<file path="src/rtl/synth_pkg.sv">
// Shared constants, voice table entry and request FSM state for the synthesis voice scheduler.
package synth_pkg;

    localparam int unsigned NUM_VOICES   = 36;
    localparam int unsigned FRAME_CYCLES = 667;
    localparam int unsigned VOICE_IDX_W  = 6;
    localparam int unsigned CNT_W        = 10;

    typedef struct packed {
        logic       active;
        logic [6:0] note;
        logic [6:0] vel;
    } voice_entry_t;

    typedef enum logic {
        ST_IDLE,
        ST_COMMIT
    } req_state_t;

endpackage

</file>
<file path="src/rtl/voice_alloc_search.sv">
// Combinational priority search over the voice table: lowest-index note match and lowest-index free entry.
module voice_alloc_search
    import synth_pkg::*;
(
    input  voice_entry_t           table_i [NUM_VOICES],
    input  logic [6:0]             note_i,
    output logic                   match_found_o,
    output logic [VOICE_IDX_W-1:0] match_idx_o,
    output logic                   free_found_o,
    output logic [VOICE_IDX_W-1:0] free_idx_o
);

    always_comb begin
        match_found_o = 1'b0;
        match_idx_o   = '0;
        free_found_o  = 1'b0;
        free_idx_o    = '0;
        for (int unsigned i = 0; i < NUM_VOICES; i++) begin
            if (!match_found_o && table_i[i].active && (table_i[i].note == note_i)) begin
                match_found_o = 1'b1;
                match_idx_o   = VOICE_IDX_W'(i);
            end
            if (!free_found_o && !table_i[i].active) begin
                free_found_o = 1'b1;
                free_idx_o   = VOICE_IDX_W'(i);
            end
        end
    end

endmodule

</file>
<file path="src/rtl/voice_slot_scheduler.sv">
// Voice allocator and per-frame slot sequencer feeding the time-multiplexed synthesis pipeline.
// Optional macro VOICE_STEAL_EN: round-robin voice stealing instead of dropping when the table is full.
module voice_slot_scheduler
    import synth_pkg::*;
(
    input  logic                   clk,
    input  logic                   rst,
    input  logic                   note_valid,
    output logic                   note_ready,
    input  logic                   note_on,
    input  logic [6:0]             note_num,
    input  logic [6:0]             note_vel,
    output logic                   slot_valid,
    output logic [VOICE_IDX_W-1:0] slot_idx,
    output logic                   slot_active,
    output logic [6:0]             slot_note,
    output logic [6:0]             slot_vel,
    output logic                   frame_start,
    output logic [VOICE_IDX_W-1:0] voices_busy,
    output logic                   drop
);

    req_state_t             state_q, state_d;
    voice_entry_t           table_q [NUM_VOICES];
    logic [CNT_W-1:0]       count_q;
    logic [VOICE_IDX_W-1:0] busy_q;

    logic                   req_on_q;
    logic [6:0]             req_note_q, req_vel_q;
    logic                   req_match_found_q, req_free_found_q;
    logic [VOICE_IDX_W-1:0] req_match_idx_q, req_free_idx_q;

    logic                   match_found, free_found;
    logic [VOICE_IDX_W-1:0] match_idx, free_idx;
    logic                   ready_c, accept;
    logic                   wr_en, busy_inc, busy_dec;
    logic [VOICE_IDX_W-1:0] wr_idx;
    voice_entry_t           wr_entry;
`ifdef VOICE_STEAL_EN
    logic [VOICE_IDX_W-1:0] steal_ptr_q;
    logic                   steal_adv;
`endif

    voice_alloc_search u_search (
        .table_i       (table_q),
        .note_i        (note_num),
        .match_found_o (match_found),
        .match_idx_o   (match_idx),
        .free_found_o  (free_found),
        .free_idx_o    (free_idx)
    );

    // Ready is gated by rst so every output reads 0 while reset is held.
    assign note_ready  = ready_c & ~rst;
    assign accept      = note_valid & note_ready;
    assign voices_busy = busy_q;

    always_comb begin
        state_d  = state_q;
        ready_c  = 1'b0;
        drop     = 1'b0;
        wr_en    = 1'b0;
        wr_idx   = '0;
        wr_entry = '0;
        busy_inc = 1'b0;
        busy_dec = 1'b0;
`ifdef VOICE_STEAL_EN
        steal_adv = 1'b0;
`endif
        case (state_q)
            ST_IDLE: begin
                ready_c = 1'b1;
                if (note_valid) state_d = ST_COMMIT;
            end
            ST_COMMIT: begin
                state_d = ST_IDLE;
                if (req_on_q) begin
                    wr_entry = '{active: 1'b1, note: req_note_q, vel: req_vel_q};
                    if (req_match_found_q) begin
                        wr_en  = 1'b1;
                        wr_idx = req_match_idx_q;
                    end else if (req_free_found_q) begin
                        wr_en    = 1'b1;
                        wr_idx   = req_free_idx_q;
                        busy_inc = 1'b1;
                    end else begin
`ifdef VOICE_STEAL_EN
                        wr_en     = 1'b1;
                        wr_idx    = steal_ptr_q;
                        steal_adv = 1'b1;
`else
                        drop = 1'b1;
`endif
                    end
                end else if (req_match_found_q) begin
                    wr_en           = 1'b1;
                    wr_idx          = req_match_idx_q;
                    wr_entry        = table_q[req_match_idx_q];
                    wr_entry.active = 1'b0;
                    busy_dec        = 1'b1;
                end
            end
            default: state_d = ST_IDLE;
        endcase
    end

    always_ff @(posedge clk or posedge rst) begin
        if (rst) begin
            state_q           <= ST_IDLE;
            req_on_q          <= 1'b0;
            req_note_q        <= '0;
            req_vel_q         <= '0;
            req_match_found_q <= 1'b0;
            req_free_found_q  <= 1'b0;
            req_match_idx_q   <= '0;
            req_free_idx_q    <= '0;
        end else begin
            state_q <= state_d;
            if (accept) begin
                req_on_q          <= note_on && (note_vel != '0);
                req_note_q        <= note_num;
                req_vel_q         <= note_vel;
                req_match_found_q <= match_found;
                req_free_found_q  <= free_found;
                req_match_idx_q   <= match_idx;
                req_free_idx_q    <= free_idx;
            end
        end
    end

    always_ff @(posedge clk or posedge rst) begin
        if (rst) begin
            for (int unsigned i = 0; i < NUM_VOICES; i++) table_q[i] <= '0;
            busy_q <= '0;
        end else begin
            if (wr_en) table_q[wr_idx] <= wr_entry;
            if (busy_inc)      busy_q <= busy_q + 1'b1;
            else if (busy_dec) busy_q <= busy_q - 1'b1;
        end
    end

`ifdef VOICE_STEAL_EN
    always_ff @(posedge clk or posedge rst) begin
        if (rst) begin
            steal_ptr_q <= '0;
        end else if (steal_adv) begin
            steal_ptr_q <= (steal_ptr_q == VOICE_IDX_W'(NUM_VOICES - 1)) ? '0 : steal_ptr_q + 1'b1;
        end
    end
`endif

    always_ff @(posedge clk or posedge rst) begin
        if (rst) begin
            count_q     <= '0;
            slot_valid  <= 1'b0;
            slot_idx    <= '0;
            slot_active <= 1'b0;
            slot_note   <= '0;
            slot_vel    <= '0;
            frame_start <= 1'b0;
        end else begin
            count_q <= (count_q == CNT_W'(FRAME_CYCLES - 1)) ? '0 : count_q + 1'b1;
            if (count_q < CNT_W'(NUM_VOICES)) begin
                slot_valid  <= 1'b1;
                slot_idx    <= count_q[VOICE_IDX_W-1:0];
                slot_active <= table_q[count_q[VOICE_IDX_W-1:0]].active;
                slot_note   <= table_q[count_q[VOICE_IDX_W-1:0]].note;
                slot_vel    <= table_q[count_q[VOICE_IDX_W-1:0]].vel;
                frame_start <= (count_q == '0);
            end else begin
                slot_valid  <= 1'b0;
                frame_start <= 1'b0;
            end
        end
    end

endmodule
</file>
<file path="config.mk">
export PLATFORM = sky130hd
export DESIGN_NAME = voice_slot_scheduler
export DESIGN_NICKNAME = d
export VERILOG_FILES = /design/src/rtl/synth_pkg.sv /design/src/rtl/voice_alloc_search.sv /design/src/rtl/voice_slot_scheduler.sv
export SDC_FILE = /design/constraint.sdc
export NUM_CORES = 2
export LEC_CHECK = 0
export CAP_MARGIN = 20
export CORE_UTILIZATION = 50
export CTS_BUF_LIST = sky130_fd_sc_hd__clkbuf_2
export DETAILED_ROUTE_END_ITERATION = 16
export DONT_BUFFER_PORTS = 1
export PLACE_DENSITY = 0.67
export SLEW_MARGIN = 0
export SYNTH_ARGS = -nofsm -noshare
export SYNTH_HDL_FRONTEND = slang
export SYNTH_SLANG_ARGS = --single-unit
</file>
<file path="constraint.sdc">
create_clock -name clk -period 58.8 [get_ports clk]
set_clock_uncertainty 0.2 [all_clocks]
set_input_delay 11.76 -clock clk [delete_from_list [all_inputs] [get_ports clk]]
set_output_delay 11.76 -clock clk [all_outputs]
set_load 0.02 [all_outputs]
</file>
==> out/qor.yml <==
max_freq_ghz: 0.04163
clkTransAtPathRegs_ps: 70
cp-endpoint: "note_ready"
cts_tree: "yes"
crit_type: "primary input to primary output"
layout_setup_ws_ps: 34780
ys_seq_area_share_pct: 43.19
drv_cap: 0
cp.required_ps: 46840
fp.coreArea_um2: 69910
post_cts_buffers: 0
syn_inst: 2600
antenna_found_initial: 6
clock_latency_ps: 1410
rows: 97
crit_chain: "nor2_1"
htree_num_levels: 4
syn_area_um2: 35280
nets: 2639
crit_family: "simple AND/OR/NAND/NOR gates"
track_usage_pct: 30.74
route.detailed.drc: 0
grt_pass1_vias: 24550
viasPerCell: 6.641
outcome: "finished clean"
vias: 24370
firstDrtPassIters: 7
synth_edf_count: 0
port-buffer-count: 0
fin_tns_setup_ps: 0
crit_start: "rst"
fill_cells: 5864
place.gp.congestion: 0.9195
finalCriticalPeriod_ps: 24020
power_density_nw_per_um2: 22.50
reg2reg_depth: 7
holdBufCountCts: 0
syn_avg_cell_area_um2: 13.57
dieArea_um2: 71630
ant_nets: 0
grt_max_degree: 166
synthTopCellsByArea: "dfrtp_1 (43%), mux4_2 (20%), mux2_2 (16%), xnor2_1 (5.4%), nand2_1 (1.9%)"
synth_seq_cells: 609
synth_top_cell_by_area: "dfrtp_1"
final-hold-violation-count: 0
dp_slack_ps: 34770
synthFlopType: "dfrtp_1"
area_delta_synth_final_pct: 6.653
synthArstFlopShare_pct: 100.0
peakVddDrop_v: 0.00001709
cp_max_fo: 2
layout-drive-gt1-share_pct: 43.17
io_pins: 49
routed_wl_um: 107500
critPathSlowestCell: "nor2_1"
power_mw: 0.8467
cts_sinks: 609
yosys_warnings: 0
synth_cell_type_count: 67
die_h_um: 267.6
grt.overflow.total: 0
synth_top_area_share_pct: 43.19
wl_per_cell_um: 29.29
worstPathArrival_ps: 12060
grt_pass1_wl_um: 160700
start_util_pct: 50.47
critPathMaxStageDelay_ps: 300
hold_path_class: "flip-flop to flip-flop"
r2r_end: "table_q[4]$_DFFE_PP0P_"
reg2reg_slack_ps: 53740
cts_buffers: 159
cp.buffers_inverters: 0
p_leak_nw: 16.34
rsz0062_at_grt: "false"
fin_crit_sh_pct: 40.85
regToRegStartpoint: "req_on_q$_DFFE_PP0P_"
ctsResizeCount: 0
slew_violations: 0
syn-num-nets: 2626
clock_path_buffers: 3
relSlewSlack_pct: 19.40
setup_violations: 0
cp-end-kind: "primary output"
drt_iter0_drc: 2739
path_depth: 1
tightest_slew_ps: 1206
start_kind: "primary input"
dpl.hpwl_um: 70390
root_buffer: "clkbuf_2"
die_x_um: 267.6
==> layout make-up <==
type                    count  area, µm²  area share (%)
diodes                      6      15.01         0.03990
clock inverters            57      409.1           1.087
clock buffers             215       1076           2.860
repair buffers             70      675.6           1.796
multi-input cells        1756      18950           50.35
flip-flops and latches    609      15260           40.55
inverters                  17      71.32          0.1895
well taps                 940       1176           3.126
==> report_power, final <==
part           leakage [nW]  switching, mW  internal (mW)
clock network          1.06          0.183          0.126
registers              8.41         0.0172          0.429
logic                  6.87         0.0527         0.0393
==> layout by cell type (no fill, tap or decap), types with 6 or more instances in the layout <==
master        n
and3_1        6
clkbuf_2    215
clkinvlp_4    8
mux2i_1      15
mux4_2      319
xnor2_1     218
a31oi_1      21
nor2_1       76
clkinv_1     37
clkinv_2      6
inv_1        15
buf_4        59
nor3_1       10
a22oi_1      16
dfrtp_1     602
ha_1          7
xor2_1       46
nor2b_1       7
a21oi_1      33
o21ai_2      13
a22o_1        6
diode_2       6
nand2_1     176
nand4_1      82
nor4_1       18
nand3_1      30
mux2_2      513
bufinv_16     6
o21ai_0      65
==> logic make-up (layout without fill, tap and decap cells) <==
logic type	Yosys count	in the layout	synth area share [%]
compound gates	195	195	3.497
xor+xnor	264	264	6.553
fa+ha+maj	8	8	0.3050
buf+inv	235	359	3.224
flops	609	609	43.19
mux	847	847	37.16
other cells	0	6	0
simple gates	442	442	6.068
==> layer usage <==
layer	track usage, %	routed length, µm	vias up	share of wire (%)
met3	9.296	10550	238	9.8
met1	42.36	44100	12860	41
li1	-	-	9934	-
met2	45.53	48910	1336	45
met4	12.06	3916	4	3.6
met5	0	27	-	0.025
==> Yosys cell counts (4+ instances only) <==
master	number
buf_2	102
and3_1	6
nor2b_1	7
a31oi_1	21
nand3_1	30
xor2_1	46
o22ai_1	4
nor2_1	78
clkbuf_1	67
xnor2_1	218
a21boi_0	4
nand4_1	82
buf_4	18
nor4_1	18
mux4_2	319
buf_6	8
inv_1	16
buf_1	23
a22oi_1	16
or2_2	4
nor3_1	11
mux2_2	513
nand2_1	176
o21ai_2	13
o21ai_0	65
a21oi_1	33
ha_1	7
dfrtp_1	609
mux2i_1	15
a22o_1	6
==> flip-flops by register name, summed over array words and instances, names as in the netlist <==
signal / flops
count_q: 10
slot_active: 1
req_free_idx_q: 6
req_vel_q: 7
req_match_idx_q: 6
req_on_q: 1
req_free_found_q: 1
state_q: 1
slot_valid: 1
req_note_q: 7
req_match_found_q: 1
frame_start: 1
slot_note: 7
slot_idx: 6
table_q: 540
voices_busy: 6
slot_vel: 7
==> through the flow <==
step	utilization, %	hold WS (ps)	cell area [µm²]	cells
2_1_floorplan	-	246.1	35280	2600
6_report	53.83	285.5	37630	3670
4_1_cts	53.65	280.2	37500	3658
3_3_place_gp	51.37	260.9	35910	3382
5_1_grt	53.81	325.6	37620	3666
3_5_place_dp	51.52	262.6	36020	3386
==> worst min-delay path by stage <==
stage                           endpoint  cells past startpoint                       from  slack, ps
2_1_floorplan   req_vel_q[0]$_DFFE_PP0P_                      2   req_vel_q[0]$_DFFE_PP0P_        250
3_3_place_gp   req_note_q[5]$_DFFE_PP0P_                      2  req_note_q[5]$_DFFE_PP0P_        260
3_5_place_dp   req_note_q[4]$_DFFE_PP0P_                      2  req_note_q[4]$_DFFE_PP0P_        260
4_1_cts        req_note_q[4]$_DFFE_PP0P_                      2  req_note_q[4]$_DFFE_PP0P_        280
5_1_grt        req_note_q[2]$_DFFE_PP0P_                      2  req_note_q[2]$_DFFE_PP0P_        330
6_report       req_note_q[4]$_DFFE_PP0P_                      2  req_note_q[4]$_DFFE_PP0P_        290
Power figures use the tool's default switching activity.
